--- config.mk ---
export PLATFORM = sky130hd
export DESIGN_NAME = msrv32_pc_gen
export DESIGN_NICKNAME = d
export VERILOG_FILES = /design/src/rtl/msrv32_pkg.sv /design/src/rtl/msrv32_pc_sel.sv /design/src/rtl/msrv32_pc_gen.sv
export SDC_FILE = /design/constraint.sdc
export NUM_CORES = 1
export LEC_CHECK = 0
export CAP_MARGIN = 20
export CORE_MARGIN = 5
export CORE_UTILIZATION = 47
export CTS_CLUSTER_SIZE = 10
export DETAILED_ROUTE_END_ITERATION = 10
export GPL_ROUTABILITY_DRIVEN = 0
export PLACE_DENSITY = 0.93
export REMOVE_ABC_BUFFERS = 1
export SYNTH_ARGS = -nofsm -noshare
export SYNTH_HDL_FRONTEND = slang
export SYNTH_SLANG_ARGS = --single-unit
--- constraint.sdc ---
create_clock -name ms_riscv32_mp_clk_in -period 3.3 [get_ports ms_riscv32_mp_clk_in]
set_input_delay 0.495 -clock ms_riscv32_mp_clk_in [delete_from_list [all_inputs] [get_ports ms_riscv32_mp_clk_in]]
set_output_delay 0.495 -clock ms_riscv32_mp_clk_in [all_outputs]
set_load 0.1 [all_outputs]
--- src/rtl/msrv32_pkg.sv ---
// Shared constants for the msrv32 fetch-PC unit: PC source codes, FSM encodings, XLEN default.
// No logic, no latency, no flow control.
package msrv32_pkg;

  localparam int XLEN_DEF = 32;

  localparam logic [1:0] PC_SRC_BOOT = 2'b00;
  localparam logic [1:0] PC_SRC_EPC  = 2'b01;
  localparam logic [1:0] PC_SRC_TRAP = 2'b10;
  localparam logic [1:0] PC_SRC_NEXT = 2'b11;

  typedef enum logic [1:0] {
    RESET_S = 2'd0,
    RUN_S   = 2'd1,
    HOLD_S  = 2'd2
  } pc_state_e;

endpackage

--- src/rtl/msrv32_pc_sel.sv ---
// Next-PC selection, redirect detection and branch-target misalignment check.
// Purely combinational (zero latency); no backpressure of its own.
module msrv32_pc_sel
  import msrv32_pkg::*;
#(
  parameter int              XLEN         = XLEN_DEF,
  parameter logic [XLEN-1:0] BOOT_ADDRESS = {XLEN{1'b0}},
  parameter int              C_EXT        = 0
) (
  input  logic [1:0]      pc_src,
  input  logic            branch_taken,
  input  logic [XLEN-2:0] iaddr_tgt,
  input  logic [XLEN-1:0] epc,
  input  logic [XLEN-1:0] trap_address,
  input  logic [XLEN-1:0] pc_plus_4,
  output logic [XLEN-1:0] pc_mux,
  output logic            misaligned,
  output logic            redirect
);

  logic [XLEN-1:0] next_pc;

  assign next_pc = branch_taken ? {iaddr_tgt, 1'b0} : pc_plus_4;

  always_comb begin
    pc_mux = next_pc;
    case (pc_src)
      PC_SRC_BOOT: pc_mux = BOOT_ADDRESS;
      PC_SRC_EPC:  pc_mux = epc;
      PC_SRC_TRAP: pc_mux = trap_address;
      default:     pc_mux = next_pc;
    endcase
  end

  assign redirect = (pc_src != PC_SRC_NEXT) | branch_taken;

  // With compressed instructions any halfword target is legal.
  assign misaligned = branch_taken & (pc_src == PC_SRC_NEXT) &
                      ((C_EXT != 0) ? 1'b0 : next_pc[1]);

endmodule

--- src/rtl/msrv32_pc_gen.sv ---
// Fetch-PC register with a one-entry redirect-hold buffer; iaddr_out updates one cycle after selection.
// When ahb_ready_in is low the PC holds and a redirect is parked (latest wins) until the port accepts.
module msrv32_pc_gen
  import msrv32_pkg::*;
#(
  parameter int              XLEN         = XLEN_DEF,
  parameter logic [XLEN-1:0] BOOT_ADDRESS = {XLEN{1'b0}},
  parameter int              C_EXT        = 0
) (
  input  logic            ms_riscv32_mp_clk_in,
  input  logic            rst_in,
  input  logic            ahb_ready_in,
  input  logic [1:0]      pc_src_in,
  input  logic            branch_taken_in,
  input  logic [XLEN-2:0] iaddr_in,
  input  logic [XLEN-1:0] epc_in,
  input  logic [XLEN-1:0] trap_address_in,
  output logic [XLEN-1:0] pc_mux_out,
  output logic [XLEN-1:0] iaddr_out,
  output logic [XLEN-1:0] pc_plus_4_out,
  output logic            misaligned_instr_logic_out,
  output logic            redirect_pending_out,
  output logic            fetch_valid_out
);

  pc_state_e       state_q, state_d;
  logic [XLEN-1:0] iaddr_q;
  logic [XLEN-1:0] pend_addr_q;
  logic            pend_valid_q;
  logic            redirect;

  assign pc_plus_4_out = iaddr_q + {{(XLEN-3){1'b0}}, 3'd4};

  msrv32_pc_sel #(
    .XLEN         (XLEN),
    .BOOT_ADDRESS (BOOT_ADDRESS),
    .C_EXT        (C_EXT)
  ) u_pc_sel (
    .pc_src       (pc_src_in),
    .branch_taken (branch_taken_in),
    .iaddr_tgt    (iaddr_in),
    .epc          (epc_in),
    .trap_address (trap_address_in),
    .pc_plus_4    (pc_plus_4_out),
    .pc_mux       (pc_mux_out),
    .misaligned   (misaligned_instr_logic_out),
    .redirect     (redirect)
  );

  always_ff @(posedge ms_riscv32_mp_clk_in) begin
    if (rst_in) state_q <= RESET_S;
    else        state_q <= state_d;
  end

  always_comb begin
    state_d = state_q;
    case (state_q)
      RESET_S: state_d = RUN_S;
      RUN_S:   if (!ahb_ready_in && redirect) state_d = HOLD_S;
      HOLD_S:  if (ahb_ready_in) state_d = RUN_S;
      default: state_d = RESET_S;
    endcase
  end

  // In HOLD_S the registered PC is stale until the parked redirect is issued.
  always_comb begin
    fetch_valid_out = (state_q == RUN_S);
  end

  always_ff @(posedge ms_riscv32_mp_clk_in) begin
    if (rst_in) begin
      iaddr_q      <= BOOT_ADDRESS;
      pend_valid_q <= 1'b0;
      pend_addr_q  <= '0;
    end else begin
      case (state_q)
        RUN_S: begin
          if (ahb_ready_in) begin
            iaddr_q <= pc_mux_out;
          end else if (redirect) begin
            pend_addr_q  <= pc_mux_out;
            pend_valid_q <= 1'b1;
          end
        end
        HOLD_S: begin
          if (ahb_ready_in) begin
            // A fresh redirect in the release cycle supersedes the parked one.
            iaddr_q      <= redirect ? pc_mux_out : pend_addr_q;
            pend_valid_q <= 1'b0;
          end else if (redirect) begin
            pend_addr_q <= pc_mux_out;
          end
        end
        default: begin
        end
      endcase
    end
  end

  assign iaddr_out            = iaddr_q;
  assign redirect_pending_out = pend_valid_q;

endmodule

==> impl_metrics.toml, run 1 <==
[run_status]
outcome = "finished, final reports clean"

[power]
p_switching_mw = 1.72
p_sw_frac = 0.486
power_frac_clock = 0.187
leakage_nw = 3.06
comb_power_share = 0.537
ir_worst_vdd_mv = 0.274
powerDensity_nw_per_um2 = 483
p_seq_frac = 0.276
total_power_mw = 3.55
internal_power_mw = 1.82

[grt]
grt.total_usage = 0.314
grt_max_degree = 40
grt_pass1_vias = 5800
grt_pass1_wl_um = 29600
antenna_found_initial = 0
overflow = 0

[synth]
synth_top_cell_area_share = 0.288
synth_edf_count = 0
yosysSeqAreaShare = 0.288
netlist_instances = 597
synth_area_leaders = "dfxtp_1 (29%), a22o_1 (7.2%), nor2_1 (6.1%)"
netlist_area_um2 = 4650
yosysWarnings = 0
synth_cell_types = 64
post-synth-top-count-cell = "nor2_1"
ys_top_cells_by_count = "nor2_1 (76), dfxtp_1 (67), nand2_1 (52), clkbuf_1 (40), a22o_1 (38)"
ys_ff_latch = 67
syn_area_per_cell_um2 = 7.79
async_reset_ff_frac = 0
synth_ff_type = "dfxtp_1"
synth_largest_area_cell = "dfxtp_1"

[worst_setup_path]
crit_family = "simple AND/OR/NAND/NOR gates"
slowest_stage = "dfxtp_1"
path_class = "reg2out"
arrival_ns = 2.68
worstSetupEndpointType = "output pin"
cp.required_ns = 2.80
crit_buf_inv = 1
start_kind = "flip-flop"
crit_path_max_incr_delay_ns = 0.57
crit_path_cell_trace = "nand4_1 -> nor4_4 -> nand4_1 -> xnor2_1 -> nand2_1 -> nand2_1 -> buf_12"
crit_path_max_fanout = 7

[routing]
avgViaCountPerCell = 6.27
first_pass_iters = 5
drtIter0Drc = 626
wire_per_inst_um = 20.7
vias = 5775
drtAntennaViolNets = 0
drt_wl_total_um = 19100
drc_errors = 0

[clock_network]
clk_pin_slew_ns = 0.07
cts_buffers = 9
clockBufferDepth = 2
cts-hold-fix-buffers = 0
insertion_delay_ns = 0.36
tritoncts = "yes"
htree_num_levels = 3
cts_sinks = 67
cts_root_buffer = "clkbuf_8"

[timing]
rsz0062_at_grt = "false"
min_period_ns = 3.18
finClkSkew_ns = 0.0111
slew_viol_final = 0
hold_viol = 0
setup_violations = 0
whs_ns = 0.486
period_share = 0.962
slew-limit-headroom = 0.347
tightest_slew_ns = 0.976
setup_ws_ns = 0.125
max_freq_ghz = 0.315

[die]
core-area_um2 = 9730
ios = 200
die-area_um2 = 12000
fp-row-count = 36
start_util = 0.478
dieWidth_um = 109
die_y_um = 109

[layout]
drive_above_1_share = 0.203
fillers = 660
layout.nets = 889
area_growth_pct = 57.9
diodes = 0

[min_path]
min_path_type = "reg2reg"

[placement]
dp_slack_ns = 0.350
dp_hpwl_um = 14000
port_buffers = 199

[run]
drv_cap = 0
[final timing paths]
kind                            depth (start not counted)                   end  slack [ns]            startpoint
worst max-delay path                                    7        pc_mux_out[28]        0.12         iaddr_out[21]
worst min-delay path                                    2  redirect_pending_out        0.49  redirect_pending_out
worst max register to register                          7         iaddr_out[26]        0.87            state_q[0]
worst min register to register                          2  redirect_pending_out        0.49  redirect_pending_out
[timing repair]
action	CTS	global route
setup endpoints to repair	1	2
buffers inserted	0	2
gates resized for setup	0	5
pin swaps	1	3
[power by group through the flow]
| stage | Sequential [mW] | Combinational [mW] | Clock, mW |
|---|---|---|---|
| 4_1_cts | 0.974 | 1.89 | 0.654 |
| 5_1_grt | 0.989 | 1.97 | 0.687 |
| 3_3_place_gp | 0.984 | 1.85 | 0 |
| 2_1_floorplan | 1.27 | 0.945 | 0 |
| 6_report | 0.980 | 1.91 | 0.663 |
| 3_5_place_dp | 0.991 | 1.88 | 0 |
[registers in the layout, indices dropped and copies added (netlist names)]
register,cells
pend_addr_q,32
redirect_pending_out,1
state_q,2
iaddr_out,32
[cells by family (layout without fill, tap and decap cells)]
family,after synthesis,count (layout),share of synthesized area
AOI/OAI and AO/OA,197,197,0.303
DFF,67,67,0.288
buffers and inverters,68,259,0.0630
xor gates and xnor gates,28,28,0.0544
muxes,18,18,0.0398
and+or+nand+nor,215,215,0.240
adders and majority gates,4,4,0.0108
[layer usage]
metal  track usage  share of wire  up-vias
li1              -              -     2568
met1         0.365           0.36     2700
met2         0.517           0.48      419
met3        0.0851           0.11       88
met5             0              0        -
met4         0.184          0.050        0
[final cells by class]
cell class / instances / area (um2) / area share
sequential: 67 / 1340 / 0.183
timing repair buffer: 227 / 2540 / 0.346
tap: 133 / 166 / 0.0227
clock buffer: 12 / 135 / 0.0184
inverter: 17 / 63.8 / 0.00869
multi-input combinational: 462 / 3050 / 0.416
clock inverter: 3 / 40.0 / 0.00545
[worst min-delay path: stages, from the launching register on]
cell and delay, ns:
dfxtp_1 0.31, o21ai_0 0.07, a21oi_1 0.06
[stage by stage]
| stage | utilization | instance area (um2) | TNS, ns | instances |
|---|---|---|---|---|
| 6_report | 0.755 | 7340 | 0 | 921 |
| 5_1_grt | 0.755 | 7340 | 0 | 921 |
| 4_1_cts | 0.751 | 7300 | 0 | 919 |
| 3_5_place_dp | 0.733 | 7130 | 0 | 904 |
| 3_3_place_gp | 0.733 | 7130 | 0 | 904 |
| 2_1_floorplan | - | 4420 | -65.51 | 546 |
[placed cells by master, fill, tap and decap left out, types with 4 or more instances in the layout]
cell and n:
clkdlybuf4s50_1 106, nor2_1 76, buf_4 73, dfxtp_1 65
nand2_1 52, buf_12 46, a22o_1 38, a22oi_1 34
a21oi_1 34, o21ai_0 22, a211oi_1 20, a21o_1 18
xnor2_1 16, inv_1 16, nand3_1 15, mux2i_1 14
nand2b_1 10, xor2_1 10, nor3_1 9, clkbuf_8 9
nor3b_1 8, and3_1 7, nand4_1 6, a211o_1 6
a311oi_1 5, and4_1 4, mux2_2 4
Power figures use the tool's default switching activity.
==> run 2: changes to the inputs <==
--- a/config.mk
+++ b/config.mk
@@ -7,11 +7,12 @@
 export LEC_CHECK = 0
 export CAP_MARGIN = 20
 export CORE_MARGIN = 5
-export CORE_UTILIZATION = 47
+export CORE_UTILIZATION = 43
 export CTS_CLUSTER_SIZE = 10
 export DETAILED_ROUTE_END_ITERATION = 10
 export GPL_ROUTABILITY_DRIVEN = 0
-export PLACE_DENSITY = 0.93
+export HOLD_SLACK_MARGIN = 0.06
+export PLACE_DENSITY = 0.86
 export REMOVE_ABC_BUFFERS = 1
 export SYNTH_ARGS = -nofsm -noshare
 export SYNTH_HDL_FRONTEND = slang
==> constraint.sdc (replaced) <==
create_clock -name ms_riscv32_mp_clk_in -period 3.54 [get_ports ms_riscv32_mp_clk_in]
set_input_delay 0.531 -clock ms_riscv32_mp_clk_in [delete_from_list [all_inputs] [get_ports ms_riscv32_mp_clk_in]]
set_output_delay 0.531 -clock ms_riscv32_mp_clk_in [all_outputs]
set_load 0.1 [all_outputs]
==> run 2 against run 1 <==
First-iteration DRC count down 32%. Critical path depth up 1. Sequential share of layout area up 0.34 points. Combinational power down 9%. Global-route usage down 4.2 points. Sequential power down 7.1%. Clock skew up 0.0010 ns. Critical path type unchanged. Largest cell class unchanged. Largest power group unchanged.
==> impl_metrics.toml, run 2 (synthesis results as in run 1) <==
[timing]
finClkSkew_ns = 0.0120
slew-limit-headroom = 0.314
min_period_ns = 3.32
slew_viol_final = 0
max_freq_ghz = 0.301
setup_ws_ns = 0.222
rsz0062_at_grt = "false"
setup_violations = 0
hold_viol = 0
tightest_slew_ns = 1.03
period_share = 0.937

[routing]
drc_errors = 0
drt_wl_total_um = 18400
first_pass_iters = 5
wire_per_inst_um = 20.1
drtAntennaViolNets = 0
drtIter0Drc = 428
vias = 5594
avgViaCountPerCell = 6.10

[clock_network]
post_cts_buffers = 0
cts_buffers = 9
htree_num_levels = 3
clockBufferDepth = 2
cts_resized = 0
cts_sinks = 67
cts-hold-fix-buffers = 0
tritoncts = "yes"
clk_pin_slew_ns = 0.08
cts_root_buffer = "clkbuf_8"
insertion_delay_ns = 0.34

[layout]
diodes = 0
multi_input_area_um2 = 3030
layout.nets = 878
area_growth_pct = 54.7
stdcell_count = 917
fillers = 839
final_cell_mix = "clkdlybuf4s50_1 (134), nor2_1 (76), dfxtp_1 (67), nand2_1 (52), buf_4 (45)"
final_area_um2 = 7190
register_area_um2 = 1340
drive_above_1_share = 0.152
final_common_cell = "clkdlybuf4s50_1"

[worst_setup_path]
r2r_slack_ns = 1.09
path_class = "reg2out"
crit_path_max_fanout = 7
cp.required_ns = 3.01
reg2reg_to = "iaddr_out[11]"
arrival_ns = 2.79
worstSetupEndpointType = "output pin"
reg2reg_depth = 6
start_kind = "flip-flop"
crit_end = "pc_mux_out[26]"
crit_start = "iaddr_out[2]"
rr_startpoint = "state_q[0]"

[placement]
dp_hpwl_um = 13500
place_inst = 902
dp_slack_ns = 0.416
placed_area_um2 = 7000
port_buffers = 199

[run]
drv_cap = 0

[die]
die-area_um2 = 13000
ios = 200
core-area_um2 = 10700
die_y_um = 114
fp-row-count = 38
dieWidth_um = 114
start_util = 0.435

[min_path]
min_path_type = "reg2reg"

[run_status]
outcome = "finished, final reports clean"

[grt]
grt_pass1_vias = 5778
antenna_found_initial = 0
grt_pass1_wl_um = 28900
overflow = 0
grt.total_usage = 0.272
grt_max_degree = 45

[power]
ir_worst_vdd_mv = 0.244
powerDensity_nw_per_um2 = 458
leakage_nw = 2.92
[run 2: stage by stage]
| stage | setup TNS (ns) | util | hold WS, ns | total power, mW |
|---|---|---|---|---|
| after CTS | 0 | 0.673 | 0.493 | 3.29 |
| after global placement | 0 | 0.654 | 0.464 | 2.61 |
| after floorplan | -50.21 | - | 0.454 | 2.06 |
| after global routing | 0 | 0.673 | 0.523 | 3.40 |
| final | 0 | 0.673 | 0.494 | 3.30 |
| after detailed placement | 0 | 0.654 | 0.474 | 2.64 |
[run 2: cell type report]
class / instances / area share
Tap cell: 140 / 0.0243
Clock inverter: 2 / 0.00487
Clock buffer: 13 / 0.0221
Timing Repair Buffer: 216 / 0.332
Sequential cell: 67 / 0.186
Multi-Input combinational cell: 462 / 0.421
Inverter: 17 / 0.00887
[run 2: metal layers]
metal,global-route usage,wire (um),vias to the layer above
li1,-,-,2541
met3,0.0573,1720,50
met1,0.326,7260,2661
met4,0.117,522,0
met5,0,0,-
met2,0.470,8920,342
[run 2: how the worst min path moves through the flow]
stage	startpoint	endpoint	slack, ns	depth (start not counted)
2_1_floorplan	pend_addr_q[12]	pend_addr_q[12]	0.45	2
5_1_grt	pend_addr_q[28]	pend_addr_q[28]	0.52	2
3_3_place_gp	pend_addr_q[11]	pend_addr_q[11]	0.46	2
4_1_cts	pend_addr_q[4]	pend_addr_q[4]	0.49	2
3_5_place_dp	pend_addr_q[4]	pend_addr_q[4]	0.47	2
6_report	pend_addr_q[4]	pend_addr_q[4]	0.49	2
[run 2: power breakdown]
| part | switching, mW | leakage (nW) | internal (mW) | total, mW |
|---|---|---|---|---|
| Sequential | 0.0837 | 0.546 | 0.826 | 0.910 |
| Combinational | 1.21 | 2.28 | 0.525 | 1.73 |
| Clock | 0.297 | 0.0995 | 0.360 | 0.657 |
| Total | 1.59 | 2.92 | 1.71 | 3.30 |
[run 2: critical path, stage by stage, from the launching register on]
cell	delay (ns)
dfxtp_1	0.45
ha_1	0.26
nand3_2	0.15
nor4_4	0.33
nand4_2	0.23
or3_4	0.44
xnor2_2	0.21
a21o_1	0.20
buf_12	0.18
==> run 3: changes to the inputs <==
--- a/config.mk
+++ b/config.mk
@@ -12,8 +12,9 @@
 export DETAILED_ROUTE_END_ITERATION = 10
 export GPL_ROUTABILITY_DRIVEN = 0
 export HOLD_SLACK_MARGIN = 0.06
-export PLACE_DENSITY = 0.86
+export PLACE_DENSITY_LB_ADDON = 0.08
 export REMOVE_ABC_BUFFERS = 1
+export SLEW_MARGIN = 20
 export SYNTH_ARGS = -nofsm -noshare
 export SYNTH_HDL_FRONTEND = slang
 export SYNTH_SLANG_ARGS = --single-unit
==> run 3 against run 2 <==
Non-clock buffer count is 5 higher. Sequential power barely moved. Clock power rose by 10%. Hold slack worse by 0.010 ns. Sequential cell count unchanged. Final cell count increased by 0.65%. Largest power group unchanged. Cell area grew 0.87%. Setup slack worse by 0.021 ns. Largest cell class unchanged. Register-to-register slack improved by 0.06 ns. Combinational power about the same. Global-route usage fell by 0.80 points. Wire length down 2.8%.
==> impl_metrics.toml, run 3 (synthesis results as in run 1) <==
[routing]
drtAntennaViolNets = 0
drc_errors = 0
avgViaCountPerCell = 5.88
vias = 5425
wire_per_inst_um = 19.4
drtIter0Drc = 460
drt_wl_total_um = 17900
first_pass_iters = 5

[worst_setup_path]
path_class = "reg2out"
slowest_stage = "dfxtp_1"
worstSetupEndpointType = "output pin"
crit_path_max_fanout = 7
crit_family = "simple AND/OR/NAND/NOR gates"
cp.required_ns = 3.01
reg2reg_depth = 7
start_kind = "flip-flop"
crit_path_max_incr_delay_ns = 0.44
crit_buf_inv = 1
cp_num_cells = 8
arrival_ns = 2.81
crit_path_cell_trace = "ha_1 -> nand3_2 -> nor4_4 -> nand4_2 -> or3_4 -> xnor2_2 -> a21o_1 -> buf_12"

[timing]
hold_viol = 0
max_freq_ghz = 0.299
rsz0062_at_grt = "false"
period_share = 0.943
min_period_ns = 3.34
slew-limit-headroom = 0.313
tightest_slew_ns = 1.03
finClkSkew_ns = 0.0153
setup_violations = 0
whs_ns = 0.483
slew_viol_final = 0

[grt]
grt.total_usage = 0.264
grt_max_degree = 50
grt_pass1_vias = 5403
overflow = 0
grt_pass1_wl_um = 27600
antenna_found_initial = 0

[min_path]
whs_path_depth = 2
min_path_type = "reg2reg"

[layout]
final_area_um2 = 7260
layout.nets = 883
diodes = 0
final_common_cell = "clkdlybuf4s50_1"
final_cell_mix = "clkdlybuf4s50_1 (134), nor2_1 (76), dfxtp_1 (67), nand2_1 (52), buf_4 (50)"
drive_above_1_share = 0.158
area_growth_pct = 56.1
fillers = 931

[clock_network]
post_cts_buffers = 0
clockBufferDepth = 2
insertion_delay_ns = 0.35
htree_num_levels = 3
cts_root_buffer = "clkbuf_8"
cts_sinks = 67
cts_buffers = 9
tritoncts = "yes"
clk_pin_slew_ns = 0.08
cts-hold-fix-buffers = 0

[placement]
port_buffers = 199
placed_area_um2 = 7040
dp_hpwl_um = 13500

[die]
ios = 200
core-area_um2 = 10700
dieWidth_um = 114
fp-row-count = 38
start_util = 0.435
die_y_um = 114
die-area_um2 = 13000

[power]
powerDensity_nw_per_um2 = 463
leakage_nw = 2.96
ir_worst_vdd_mv = 0.245

[run_status]
outcome = "finished, final reports clean"

[run]
drv_cap = 0
run 3: final timing paths:
| check | to | from | slack, ns |
|---|---|---|---|
| setup / recovery | pc_mux_out[26] | iaddr_out[2] | 0.20 |
| hold / removal | redirect_pending_out | redirect_pending_out | 0.48 |
| setup reg to reg | iaddr_out[30] | state_q[0] | 1.15 |
| hold reg to reg | redirect_pending_out | redirect_pending_out | 0.48 |
run 3: cell type report:
cell class,instances,area (um2),area share
multi-input combinational,462,3030,0.418
timing repair buffer,221,2430,0.334
sequential,67,1340,0.185
tap,140,175,0.0241
clock buffer,12,145,0.0200
clock inverter,4,73.8,0.0102
inverter,17,63.8,0.00879
run 3: repair_timing:
action / CTS / global route
setup endpoints to repair: 0 / 1
gates resized for setup: 0 / 0
hold endpoints to repair: 0 / 0
run 3: metal layers:
metal  vias to the layer above  global-route usage  share of wire
li1                       2551                   -              -
met1                      2593               0.326           0.41
met2                       249               0.449           0.49
met3                        32              0.0610          0.075
met4                         0              0.0982          0.023
met5                         -                   0              0
run 3: tightest hold or removal path, delay by kind of cell (launching register included):
family | cells | cell delay [ns]
AO/OA/AOI/OAI | 2 | 0.12
flip-flops | 1 | 0.31
run 3: report_power, final:
part | internal (mW) | total, mW | switching (mW)
combinational | 0.530 | 1.73 | 1.20
clock | 0.417 | 0.724 | 0.307
sequential | 0.826 | 0.912 | 0.0856
total | 1.77 | 3.36 | 1.59
run 3: metrics by stage:
| stage | util | power (mW) | cells | setup TNS [ns] | worst slack (ns) |
|---|---|---|---|---|---|
| finish | 0.678 | 3.36 | 923 | 0 | 0.201 |
| global route | 0.678 | 3.47 | 923 | 0 | 0.106 |
| detailed placement | 0.658 | 2.65 | 907 | 0 | 0.506 |
| floorplan | - | 2.06 | 546 | -50.21 | -1.59 |
| CTS | 0.678 | 3.36 | 923 | 0 | 0.0984 |
| global placement | 0.658 | 2.62 | 907 | 0 | 0.541 |
